==> src/rtl/seq_detector_param_pkg.sv <==
`default_nettype none
// +----------------------------------------------------------------------------+
// | seq_detector_param_pkg                                                     |
// | Shared defaults and helpers for the parametrised serial pattern detector.  |
// | Revision: 1.0                                                              |
// +----------------------------------------------------------------------------+
package seq_detector_param_pkg;

  localparam int          DEF_PAT_LEN = 4;
  localparam logic [15:0] DEF_PATTERN = 16'b0000_0000_0000_1101;
  localparam bit          OVERLAP_OFF = 1'b0;
  localparam bit          OVERLAP_ON  = 1'b1;
  localparam int          DEF_CNT_W   = 8;

  // Never returns less than 1 so a width derived from it is always legal.
  function automatic int clog2(input int n);
    int r;
    r = 0;
    for (int v = n - 1; v > 0; v = v >> 1) r++;
    return (r < 1) ? 1 : r;
  endfunction

endpackage
`default_nettype wire

==> src/rtl/seq_detector_param_sat_counter.sv <==
`default_nettype none
// +----------------------------------------------------------------------------+
// | sat_counter                                                                |
// | Saturating up-counter; clear takes priority over increment.                |
// | Revision: 1.0                                                              |
// +----------------------------------------------------------------------------+
module sat_counter
  import seq_detector_param_pkg::*;
#(
  parameter int W = DEF_CNT_W
) (
  input  logic         clk,
  input  logic         reset,
  input  logic         inc,
  input  logic         clr,
  output logic [W-1:0] q
);

  logic [W-1:0] q_d;

  always_comb begin
    q_d = q;
    if (clr) begin
      q_d = '0;
    end else if (inc && (q != '1)) begin
      q_d = q + W'(1);
    end
  end

  always_ff @(posedge clk) begin
    if (reset) begin
      q <= '0;
    end else begin
      q <= q_d;
    end
  end

endmodule
`default_nettype wire

==> src/rtl/seq_detector_param.sv <==
`default_nettype none
// +----------------------------------------------------------------------------+
// | seq_detector_param                                                         |
// | Serial bit-pattern detector with reloadable pattern, overlap mode select,  |
// | Mealy/registered match strobes and a saturating match counter.             |
// | Revision: 1.0                                                              |
// +----------------------------------------------------------------------------+
module seq_detector_param
  import seq_detector_param_pkg::*;
#(
  parameter int                 PAT_LEN = DEF_PAT_LEN,
  parameter logic [PAT_LEN-1:0] PATTERN = PAT_LEN'(DEF_PATTERN),
  parameter bit                 OVERLAP = OVERLAP_ON,
  parameter int                 CNT_W   = DEF_CNT_W,
  localparam int                FILL_W  = clog2(PAT_LEN)
) (
  input  logic               clk,
  input  logic               reset,
  input  logic               x,
  input  logic               en,
  input  logic               load,
  input  logic [PAT_LEN-1:0] pat_in,
  input  logic               clr_cnt,
  output logic               z,
  output logic               z_q,
  output logic [CNT_W-1:0]   match_count,
  output logic [FILL_W-1:0]  fill
);

  localparam logic [FILL_W-1:0] FILL_FULL = FILL_W'(PAT_LEN - 1);

  logic [PAT_LEN-1:0] pat_q;
  logic [PAT_LEN-1:0] pat_d;
  logic [PAT_LEN-2:0] hist_q;
  logic [PAT_LEN-2:0] hist_d;
  logic [FILL_W-1:0]  fill_q;
  logic [FILL_W-1:0]  fill_d;
  logic [PAT_LEN-1:0] w_window;
  logic               w_full;
  logic               w_match;

  always_comb begin
    // Slicing the full window keeps the shift legal down to PAT_LEN=2.
    w_window = {hist_q, x};
    w_full   = (fill_q == FILL_FULL);
    w_match  = en & ~load & ~reset & w_full & (w_window == pat_q);

    pat_d  = pat_q;
    hist_d = hist_q;
    fill_d = fill_q;
    if (load) begin
      pat_d  = pat_in;
      fill_d = '0;
    end else if (en) begin
      hist_d = w_window[PAT_LEN-2:0];
      if (w_match && (OVERLAP == OVERLAP_OFF)) begin
        fill_d = '0;
      end else if (!w_full) begin
        fill_d = fill_q + FILL_W'(1);
      end
    end
  end

  always_ff @(posedge clk) begin
    if (reset) begin
      pat_q  <= PATTERN;
      hist_q <= '0;
      fill_q <= '0;
      z_q    <= 1'b0;
    end else begin
      pat_q  <= pat_d;
      hist_q <= hist_d;
      fill_q <= fill_d;
      z_q    <= w_match;
    end
  end

  sat_counter #(
    .W (CNT_W)
  ) u_match_cnt (
    .clk   (clk),
    .reset (reset),
    .inc   (w_match),
    .clr   (clr_cnt),
    .q     (match_count)
  );

  assign z    = w_match;
  assign fill = fill_q;

endmodule
`default_nettype wire
==> config.mk <==
export PLATFORM = sky130hd
export DESIGN_NAME = seq_detector_param
export DESIGN_NICKNAME = d
export VERILOG_FILES = /design/src/rtl/seq_detector_param_pkg.sv /design/src/rtl/seq_detector_param_sat_counter.sv /design/src/rtl/seq_detector_param.sv
export SDC_FILE = /design/constraint.sdc
export NUM_CORES = 1
export LEC_CHECK = 0
export CORE_UTILIZATION = 25
export DETAILED_ROUTE_END_ITERATION = 8
export GPL_TIMING_DRIVEN = 0
export SLEW_MARGIN = 15
export SYNTH_ARGS = -nofsm -noshare
export SYNTH_HDL_FRONTEND = slang
export SYNTH_SLANG_ARGS = --single-unit
==> constraint.sdc <==
create_clock -name clk -period 1.85 [get_ports clk]
set_input_delay 0.37 -clock clk [delete_from_list [all_inputs] [get_ports clk]]
set_output_delay 0.37 -clock clk [all_outputs]
set_load 0.01 [all_outputs]
==> flow_summary.ini <==
[place]
port-buffer-count = 21
place_congestion = 0.821
dp.final_hpwl_um = 1380

[synthesis]
ys_async_sr_fraction_pct = 0
synth-edff-count = 0
yosys-top-cells-count = sky130_fd_sc_hd__dfxtp_1 (18), sky130_fd_sc_hd__nor2_1 (8), sky130_fd_sc_hd__mux2i_1 (7)
syn_nets = 106
synth_flop_cell = sky130_fd_sc_hd__dfxtp_1
netlist.area_leader.share_pct = 40.7
synthesis.instances = 94
post_synth_instance_area_um2 = 885
synth.area.top_cells = sky130_fd_sc_hd__dfxtp_1 (41%), sky130_fd_sc_hd__mux2i_1 (7.9%), sky130_fd_sc_hd__xnor2_1 (4.0%), sky130_fd_sc_hd__nor2b_1 (3.5%), sky130_fd_sc_hd__nor2_1 (3.4%)
yosysWarningCount = 0
cell_type_with_the_highest_aggregate_area_in_the_netlist = sky130_fd_sc_hd__dfxtp_1
synth_seq_cells = 18
yosysSeqAreaShare_pct = 40.7
yosysUniqueCellTypes = 31
yosys.cell_count.top_type = sky130_fd_sc_hd__dfxtp_1
synthesis.area_per_instance_um2 = 9.41

[drt]
drtPass1Iterations = 4
route.antenna.remaining_nets = 0
first_iter_violations = 4
wl_per_cell_um = 11.2
routed_wl_um = 1890
drt-vias-per-instance = 4.73
post-route-drc-count = 0
detailroute.via_count = 800

[critical_path]
worst-r2r-setup-slack_ns = 0.12
worstSetupStartpoint = pat_q[1]
setup.worst_path.end_class = output pin
critical_path_class = flip-flop to output pin
cp_data_arrival_time_ns = 1.42
worst_reg2reg_path_startpoint = fill[0]
worstPathRequired_ns = 1.48
worst_r2r_endpoint = u_match_cnt.q[3]
crit_fanout = 4
worst_r2r_path_depth = 6
critPathLaunchType = flip-flop
endpoint = z

[timing]
fin_skew_ns = 0.00747
rsz_0062_raised_after_global_routing = true
slew_headroom_pct = 72.3
worstMarginPinSlew_ns = 0.415
min_period_over_period_pct = 96.5
finalSetupViolations = 0
drv_slew = 0
timing.fmax_ghz = 0.560
report.final.hold_viol_count = 0
timing.final.crit_period_ns = 1.79

[clock_tree]
cts_inserted_buffers = 3
clk_latency_ns = 0.30
worst_setup_hold_path_clk_slew_ns = 0.11
htreeDepth = 1
tritoncts = built
cts_sinks = 18
clock_path_buffers = 2
clockRootBuffer = sky130_fd_sc_hd__clkbuf_4

[power]
ir_drop_mv = 0.355
total_power_w = 0.000747
cellPowerDensity_mw_per_mm2 = 591
p_leak_nw = 0.480

[die]
fp.dieW_um = 61.5
floorplan.initialDensity_pct = 26.3
design.die.area_mm2 = 0.00378
dieHeight_um = 61.5
core_region_area_mm2 = 0.00336
fp-row-count = 21
ios = 22

[grt]
global_route.usage.met3_pct = 3.78
grt_first_pass_wirelength_um = 3130
first_global_vias = 761
grt_max_degree = 11
globalRouteMet2Util_pct = 20.0
groute.usage.overall_pct = 11.4
number_of_antenna_violations_at_the_first_check_in_global_routing = 0
grt-ovfl-total = 0
grt-busiest-layer = met2
global_route.usage.met1_pct = 12.4

[cells_and_area]
design.final.nets = 136
drive_gt1_share_pct = 20.3
synthToLayoutAreaGrowth_pct = 43.0
core_occupancy_in_the_finished_layout_pct = 37.6
n_fill_cell = 360
insertedDiodeCount = 0

[hold_path]
path_category_of_the_worst_min_delay_check = flip-flop to flip-flop

[outcome]
run_status = finished, final reports clean

[job]
max_cap_violations = 0
## power by group
group | switching [W] | total [W] | internal [W]
clock | 0.000130 | 0.000250 | 0.000120
combinational | 0.0000385 | 0.0000906 | 0.0000520
sequential | 0.00000987 | 0.000407 | 0.000397
## worst min-delay path by stage
stage | start | endpoint | slack, ns | cells past startpoint
2_1_floorplan | pat_q[1] | pat_q[1] | 0.48 | 2
4_1_cts | u_match_cnt.q[5] | u_match_cnt.q[5] | 0.52 | 2
3_3_place_gp | u_match_cnt.q[5] | u_match_cnt.q[5] | 0.48 | 2
5_1_grt | x | hist_q[0] | 0.53 | 3
3_5_place_dp | u_match_cnt.q[5] | u_match_cnt.q[5] | 0.50 | 2
6_report | u_match_cnt.q[5] | u_match_cnt.q[5] | 0.50 | 2
## per-stage QoR
step / area [um2] / hold WS [ns] / setup WS, ns / setup TNS (ns) / std cells
after floorplan: 885 / 0.482 / 0.228 / 0 / 94
after global placement: 1150 / 0.477 / -0.698 / -1.90 / 161
after detailed placement: 1150 / 0.503 / -0.747 / -2.16 / 161
after CTS: 1240 / 0.520 / 0.00251 / 0 / 169
after global routing: 1260 / 0.527 / -0.0304 / -0.0304 / 169
final: 1260 / 0.504 / 0.0645 / 0 / 169
## critical path: stages, from the launching register on
cell and delay [ns]:
sky130_fd_sc_hd__dfxtp_1 0.35, sky130_fd_sc_hd__xnor2_2 0.19, sky130_fd_sc_hd__nand3_2 0.15, sky130_fd_sc_hd__clkbuf_8 0.17, sky130_fd_sc_hd__nor2_2 0.12, sky130_fd_sc_hd__buf_2 0.14
## registers in the layout, indices dropped and copies added, names as in the netlist
register       count
u_match_cnt.q      8
pat_q              4
hist_q             3
fill               2
z_q                1
## metal layers
layer / wire [um] / share of wire (%) / up-vias
li1: - / - / 402
met1: 818 / 43 / 371
met2: 956 / 50 / 21
met3: 82 / 4.3 / 6
met4: 36 / 1.9 / 0
met5: 0 / 0 / -
## cell families after synthesis
logic type      Yosys count  share of synthesized area (%)
simple gates             38                           23.1
compound gates           18                           15.7
flops                    18                           40.7
mux                       7                           7.92
buf+inv                   6                           2.69
xor+xnor                  5                           7.07
fa+ha+maj                 2                           2.83
## cells in the final DEF, fill, tap and decap left out, types with 2 or more instances in the layout
master,instances
sky130_fd_sc_hd__a21oi_1,5
sky130_fd_sc_hd__clkbuf_8,2
sky130_fd_sc_hd__dlymetal6s2s_1,2
sky130_fd_sc_hd__nor4_1,2
sky130_fd_sc_hd__clkdlybuf4s50_1,16
sky130_fd_sc_hd__nand3_1,4
sky130_fd_sc_hd__dlygate4sd2_1,2
sky130_fd_sc_hd__nor3_1,2
sky130_fd_sc_hd__or3_1,2
sky130_fd_sc_hd__dfxtp_1,13
sky130_fd_sc_hd__or4_1,3
sky130_fd_sc_hd__buf_2,2
sky130_fd_sc_hd__a211o_1,3
sky130_fd_sc_hd__dfxtp_2,5
sky130_fd_sc_hd__nor2b_1,5
sky130_fd_sc_hd__buf_4,4
sky130_fd_sc_hd__mux2i_1,7
sky130_fd_sc_hd__nor2_1,7
sky130_fd_sc_hd__inv_1,2
sky130_fd_sc_hd__nand4_1,2
sky130_fd_sc_hd__o31ai_1,3
sky130_fd_sc_hd__nand2_1,5
sky130_fd_sc_hd__clkbuf_4,3
sky130_fd_sc_hd__ha_1,2
sky130_fd_sc_hd__xnor2_2,3
## timing repair
item	4_1_cts	5_1_grt
pin swaps	3	3
endpoints found under the setup margin	1	2
buffers inserted	4	0
gates resized for setup	14	8
hold buffers	0	0
gates cloned	0	0
## layout make-up
cell class	count	area, um2	area share, %
multi-input combinational	70	533	42.1
clock buffer	4	36.3	2.87
tap	46	57.6	4.55
buffer	4	26.3	2.08
inverter	2	7.51	0.593
timing repair buffer	25	238	18.8
sequential	18	367	29.0
Note: power is estimated with default switching activity, not from simulation.
